`src/rtl/ahb_arbiter.sv`:
```
// Four-master AHB arbiter: one-hot grants plus HMASTER/HMASTERD owner codes.
// Define AHB_ARB_ROUND_ROBIN_EN for round-robin selection; default build is fixed priority 0>1>2>3.
module ahb_arbiter (
  input  logic       HCLK,
  input  logic       HRESETn,
  input  logic       HBUSREQx0,
  input  logic       HBUSREQx1,
  input  logic       HBUSREQx2,
  input  logic       HBUSREQx3,
  input  logic       HLOCKx0,
  input  logic       HLOCKx1,
  input  logic       HLOCKx2,
  input  logic       HLOCKx3,
  input  logic [1:0] HTRANS,
  input  logic [2:0] HBURST,
  input  logic       HREADY,
  output logic       HGRANTx0,
  output logic       HGRANTx1,
  output logic       HGRANTx2,
  output logic       HGRANTx3,
  output logic [3:0] HMASTER,
  output logic [3:0] HMASTERD,
  output logic       HMASTLOCK
);

  localparam int unsigned NM = 4;
  localparam int unsigned CW = 4;
  localparam int unsigned MW = 4;
  localparam logic [MW-1:0] DEF_MASTER = MW'(1);
  localparam logic [NM-1:0] DEF_GNT    = NM'(2);
  localparam logic [1:0] TR_IDLE   = 2'd0;
  localparam logic [1:0] TR_BUSY   = 2'd1;
  localparam logic [1:0] TR_NONSEQ = 2'd2;
  localparam logic [1:0] TR_SEQ    = 2'd3;

  logic [NM-1:0] req_c, lock_c, gnt, gnt_nxt_c;
  logic [CW-1:0] cnt, cnt_load_c, cnt_nxt_c;
  logic [MW-1:0] gnt_idx_c;
  logic [1:0]    sel_c;
  logic          locked_c, arb_c;

  assign req_c  = {HBUSREQx3, HBUSREQx2, HBUSREQx1, HBUSREQx0};
  assign lock_c = {HLOCKx3, HLOCKx2, HLOCKx1, HLOCKx0};

  // Owner code of the current one-hot grant
  always_comb begin
    gnt_idx_c = DEF_MASTER;
    case (gnt)
      4'b0001: gnt_idx_c = MW'(0);
      4'b0010: gnt_idx_c = MW'(1);
      4'b0100: gnt_idx_c = MW'(2);
      4'b1000: gnt_idx_c = MW'(3);
      default: gnt_idx_c = DEF_MASTER;
    endcase
  end

  // Remaining-beat load value for a NONSEQ start
  always_comb begin
    cnt_load_c = '0;
    case (HBURST)
      3'd0, 3'd1: cnt_load_c = CW'(0);
      3'd2, 3'd3: cnt_load_c = CW'(3);
      3'd4, 3'd5: cnt_load_c = CW'(7);
      default:    cnt_load_c = CW'(15);
    endcase
  end

  always_comb begin
    cnt_nxt_c = cnt;
    case (HTRANS)
      TR_IDLE:   cnt_nxt_c = '0;
      TR_NONSEQ: cnt_nxt_c = cnt_load_c;
      TR_SEQ:    cnt_nxt_c = (cnt != '0) ? cnt - CW'(1) : cnt;
      default:   cnt_nxt_c = cnt;
    endcase
  end

  assign locked_c = |(gnt & req_c & lock_c);

  always_comb begin
    arb_c = 1'b0;
    if (HREADY && !locked_c) begin
      case (HTRANS)
        TR_IDLE:   arb_c = 1'b1;
        TR_NONSEQ: arb_c = (cnt_load_c == '0);
        TR_SEQ:    arb_c = (cnt == CW'(1));
        default:   arb_c = (cnt == '0);
      endcase
    end
  end

`ifdef AHB_ARB_ROUND_ROBIN_EN
  logic [1:0] ptr;
  logic [1:0] rr_idx_c;

  // Search from ptr+1 upward; descending loop leaves the nearest requester in sel_c
  always_comb begin
    sel_c    = DEF_MASTER[1:0];
    rr_idx_c = '0;
    for (int k = 4; k >= 1; k--) begin
      rr_idx_c = ptr + 2'(k);
      if (req_c[rr_idx_c]) sel_c = rr_idx_c;
    end
  end

  always_ff @(posedge HCLK or negedge HRESETn) begin
    if (!HRESETn)               ptr <= DEF_MASTER[1:0];
    else if (arb_c && |req_c)   ptr <= sel_c;
  end
`else
  always_comb begin
    sel_c = DEF_MASTER[1:0];
    for (int i = 3; i >= 0; i--) begin
      if (req_c[i]) sel_c = 2'(i);
    end
  end
`endif

  assign gnt_nxt_c = NM'(1) << sel_c;

  // Grant, owner pipeline and burst counter all freeze while HREADY is low
  always_ff @(posedge HCLK or negedge HRESETn) begin
    if (!HRESETn) begin
      gnt       <= DEF_GNT;
      cnt       <= '0;
      HMASTER   <= DEF_MASTER;
      HMASTERD  <= DEF_MASTER;
      HMASTLOCK <= 1'b0;
    end else if (HREADY) begin
      cnt       <= cnt_nxt_c;
      HMASTER   <= gnt_idx_c;
      HMASTERD  <= HMASTER;
      HMASTLOCK <= |(gnt & lock_c);
      if (arb_c) gnt <= gnt_nxt_c;
    end
  end

  assign HGRANTx0 = gnt[0];
  assign HGRANTx1 = gnt[1];
  assign HGRANTx2 = gnt[2];
  assign HGRANTx3 = gnt[3];

endmodule

```
`config.mk`:
```
export PLATFORM = sky130hd
export DESIGN_NAME = ahb_arbiter
export DESIGN_NICKNAME = d
export VERILOG_FILES = /design/src/rtl/ahb_arbiter.sv
export SDC_FILE = /design/constraint.sdc
export NUM_CORES = 1
export LEC_CHECK = 0
export BUFFER_PORTS_ARGS = -buffer_cell sky130_fd_sc_hd__buf_2
export CORE_MARGIN = 2
export CORE_UTILIZATION = 43
export CTS_BUF_LIST = sky130_fd_sc_hd__clkbuf_16
export DETAILED_ROUTE_END_ITERATION = 10
export PLACE_DENSITY = 0.74
export SLEW_MARGIN = 20
export SYNTH_ARGS = -nofsm -noshare
export SYNTH_HDL_FRONTEND = slang
export SYNTH_SLANG_ARGS = --single-unit
```
`constraint.sdc`:
```
create_clock -name HCLK -period 1.4 [get_ports HCLK]
set_input_delay 0.28 -clock HCLK [delete_from_list [all_inputs] [get_ports HCLK]]
set_output_delay 0.28 -clock HCLK [all_outputs]
set_load 0.01 [all_outputs]
```
==> tab_implementation.tex <==
\begin{tabular}{lr}
\hline
Metric & Value \\
\hline
\multicolumn{2}{l}{\textbf{Run status}} \\
\quad Status & finished, violations left \\
\quad Violations in the final reports & negative setup slack \\
\multicolumn{2}{l}{\textbf{Place}} \\
\quad RD Place Congestion & 0.797 \\
\quad Setup Slack @ Placement & -0.206 ns \\
\quad HPWL after detailed placement & 1.40 mm \\
\quad Number of buffer cells added on primary ports & 23 \\
\multicolumn{2}{l}{\textbf{Layout}} \\
\quad Layout-stage area growth over the synthesis result & 46.1\% \\
\quad Core occupancy in the finished layout & 0.666 \\
\quad Layout Nets & 140 \\
\quad Proportion of layout cells with a drive suffix above 1 & 0.529 \\
\quad Diodes inserted & 0 \\
\quad Number of fillers in the final layout & 144 \\
\multicolumn{2}{l}{\textbf{Timing}} \\
\quad Hold Violations, Final & 0 \\
\quad Pins Over Slew Limit & 0 \\
\quad Setup TNS Final & -1.20 ns \\
\quad Final WS setup & -0.186 ns \\
\quad Part of the cycle the worst path needs & 1.13 \\
\quad Unrepaired setup endpoints after global routing & yes \\
\quad Final period demand of the worst path & 1.59 ns \\
\quad Final Setup Violations & 8 \\
\quad Final hold slack & 0.351 ns \\
\quad Worst setup skew after layout & 0.00313 ns \\
\quad Max frequency & 630 MHz \\
\multicolumn{2}{l}{\textbf{Floorplan}} \\
\quad Die width & 46.8 um \\
\quad Placeable core area & 1730 sq um \\
\quad Die Ht & between 40 and 50 um \\
\quad \# rows & 15 \\
\quad Number of primary I/O pins & 29 \\
\quad Starting density of the core & 0.456 \\
\quad Overall die area & 2190 sq um \\
\multicolumn{2}{l}{\textbf{Clock tree}} \\
\quad Buffer levels on the longest clock path & 2 \\
\quad Clock Sink Count & 13 \\
\quad Clock latency at the later pin of the worst-skew pair & 0.24 ns \\
\quad Total CTS buffers & 3 \\
\quad TritonCTS clock tree & yes \\
\quad H-tree levels & 1 \\
\quad Cell chosen for the clock root & clkbuf\_16 \\
\quad Clock-pin slew of the registers on the worst-case setup and hold paths & around 0.040 ns \\
\multicolumn{2}{l}{\textbf{Pwr}} \\
\quad Standby leakage power & roughly 0.56 nW \\
\quad Power Density & 1660 nW/um\^{}2 \\
\quad Maximum resistive drop on vdd & 0.00101 V \\
\multicolumn{2}{l}{\textbf{Setup path}} \\
\quad Reg2Reg Setup Slack & -0.19 ns \\
\quad Classification of the worst setup path & reg2reg \\
\quad Crit. End Element & flip-flop \\
\quad Slowest stage delay, CP & between 0.3 and 0.4 ns \\
\quad Data arrival time of the critical path & 1.70 ns \\
\quad CP required & around 1.5 ns \\
\quad Slowest cell on crit path & dfrtp\_1 \\
\quad Cell chain of the critical path & inv\_2 -> ha\_1 -> nand3\_1 -> a211oi\_2 -> o2111ai\_2 -> mux2\_2 \\
\quad Largest fanout on the critical path & 4 \\
\quad Startpoint Class & flip-flop \\
\multicolumn{2}{l}{\textbf{Synthesis}} \\
\quad Post-synth EDFFs & 0 \\
\quad Proportion of netlist area held by the largest area contributor & 0.318 \\
\quad Number of different library cells in the post-synthesis netlist & 28 \\
\quad Proportion of synthesized chip area in sequential cells & 0.418 \\
\quad Synth cell count leaders & dfrtp\_1, mux2\_2, nor2\_1, o21ai\_0 \\
\quad Post-synth design cell area & around 790 sq um \\
\quad Main synth FF type & dfrtp\_1 \\
\quad Average size of a mapped cell & a little over 10 sq um \\
\quad Async SR Flop Fraction & 1.00 \\
\quad Largest area contributor in the synthesized netlist & dfrtp\_1 \\
\quad Total number of yosys warnings & 0 \\
\quad Ranking of synthesized cells by area & dfrtp\_1, mux2\_2, dfstp\_2, buf\_4, a31oi\_1 \\
\quad Gate count after technology mapping & 78 \\
\quad Register bit count reported by yosys & 13 \\
\multicolumn{2}{l}{\textbf{Global route}} \\
\quad Global-route wire length before repair & a little over 3 mm \\
\quad Initial antenna violation count & 0 \\
\quad All-Layer GR Usage & 0.201 \\
\quad Vias in the first global route & 750 \\
\quad Maximum number of pins on one net before global-route repair & 14 \\
\quad Global route total overflow & 0 \\
\multicolumn{2}{l}{\textbf{Route}} \\
\quad Violation count after the first detailed-route iteration & 8 \\
\quad Top routing layer in use & met4 \\
\quad Via total after detailed routing & 761 \\
\quad DR WL met2 & approximately 900 um \\
\quad DRT Wirelength & between 1.5 and 2 mm \\
\quad Number of nets with antenna violations after detailed routing & 0 \\
\quad Post-DR vias/cell & $\sim$5.2 \\
\quad Met3 WL & about 130 um \\
\quad Number of remaining DRC errors & 0 \\
\quad Average routed wire per standard cell & 13.2 um \\
\quad Number of iterations in the first detailed-routing pass & 4 \\
\quad Wl on met1 & 810 um \\
\multicolumn{2}{l}{\textbf{Worst hold path}} \\
\quad HP Class & in2reg \\
\multicolumn{2}{l}{\textbf{Flow run}} \\
\quad Total of max-cap violations & 0 \\
\hline
\end{tabular}
[final timing paths]
path	cells past startpoint	endpoint	from
setup reg to reg	6	gnt[3]	cnt[1]
max in group asynchronous	2	HMASTERD[0]	HRESETn
min in group asynchronous	2	gnt[0]	HRESETn
hold reg to reg	2	HMASTER[0]	HMASTER[0]
hold / removal	2	gnt[0]	HBUSREQx0
setup / recovery	6	gnt[3]	cnt[1]
[repair_timing]
action / in CTS / in global routing
endpoints found under the setup margin: 7 / 8
pin swaps: 3 / 0
buffers inserted: 1 / 1
hold buffers: 1 / 0
gates resized for setup: 8 / 0
endpoints found under the hold margin: 10 / 0
[sequential cells by signal, summed over array words and instances (netlist names)]
signal	count
cnt	4
gnt	4
HMASTERD	2
HMASTER	2
HMASTLOCK	1
[where the power goes]
part           internal, W  switching (W)  total (W)
Combinational     0.000423       0.000353   0.000776
Clock             0.000376       0.000149   0.000525
Sequential        0.000524      0.0000876   0.000612
Total              0.00132       0.000590    0.00191
[final cells by class]
cell class,count,area [sq um],area share
Multi-Input combinational cell,59,443,0.385
Sequential cell,13,329,0.286
Timing Repair Buffer,41,253,0.220
Clock buffer,3,75.1,0.0653
Tap cell,25,31.3,0.0272
Inverter,4,15.0,0.0131
Clock inverter,1,3.75,0.00326
[cells by family after synthesis]
logic type	Yosys count	synth area share
AO/OA/AOI/OAI	19	0.164
XOR/XNOR	2	0.0223
adder cells (fa/ha/maj)	2	0.0318
buffers and inverters	9	0.0620
flip-flops	13	0.418
multiplexers	10	0.143
other	1	0.00476
AND/OR/NAND/NOR	22	0.154
[per-layer routing]
layer	up-vias	GRT usage
met3	6	0.0423
met1	348	0.238
met2	39	0.342
met4	0	0.100
met5	-	0
li1	368	-
[stage by stage]
step	instance area, sq um	std cells	power [W]
floorplan	805	81	0.00101
global placement	1030	139	0.00129
detailed placement	1030	139	0.00132
CTS	1140	145	0.00190
global route	1150	146	0.00203
finish	1150	146	0.00191
[worst max-delay path, delay by kind of cell (launching register included)]
kind                       cells  cell delay, ns
AOI/OAI and AO/OA              2            0.47
buffers and inverters          1            0.07
and+or+nand+nor                1            0.09
muxes                          1            0.33
DFF                            1            0.38
adders and majority gates      1            0.13
[placed cells by master (no fill, tap or decap), drive strengths merged, types with 3 or more instances in the layout]
master   n
buf     40
dfrtp   10
mux2    10
nor2     5
inv      5
o21ai    5
a31oi    4
conb     4
dfstp    3
nand2    3
clkbuf   3
a21oi    3
Power figures use the tool's default switching activity.
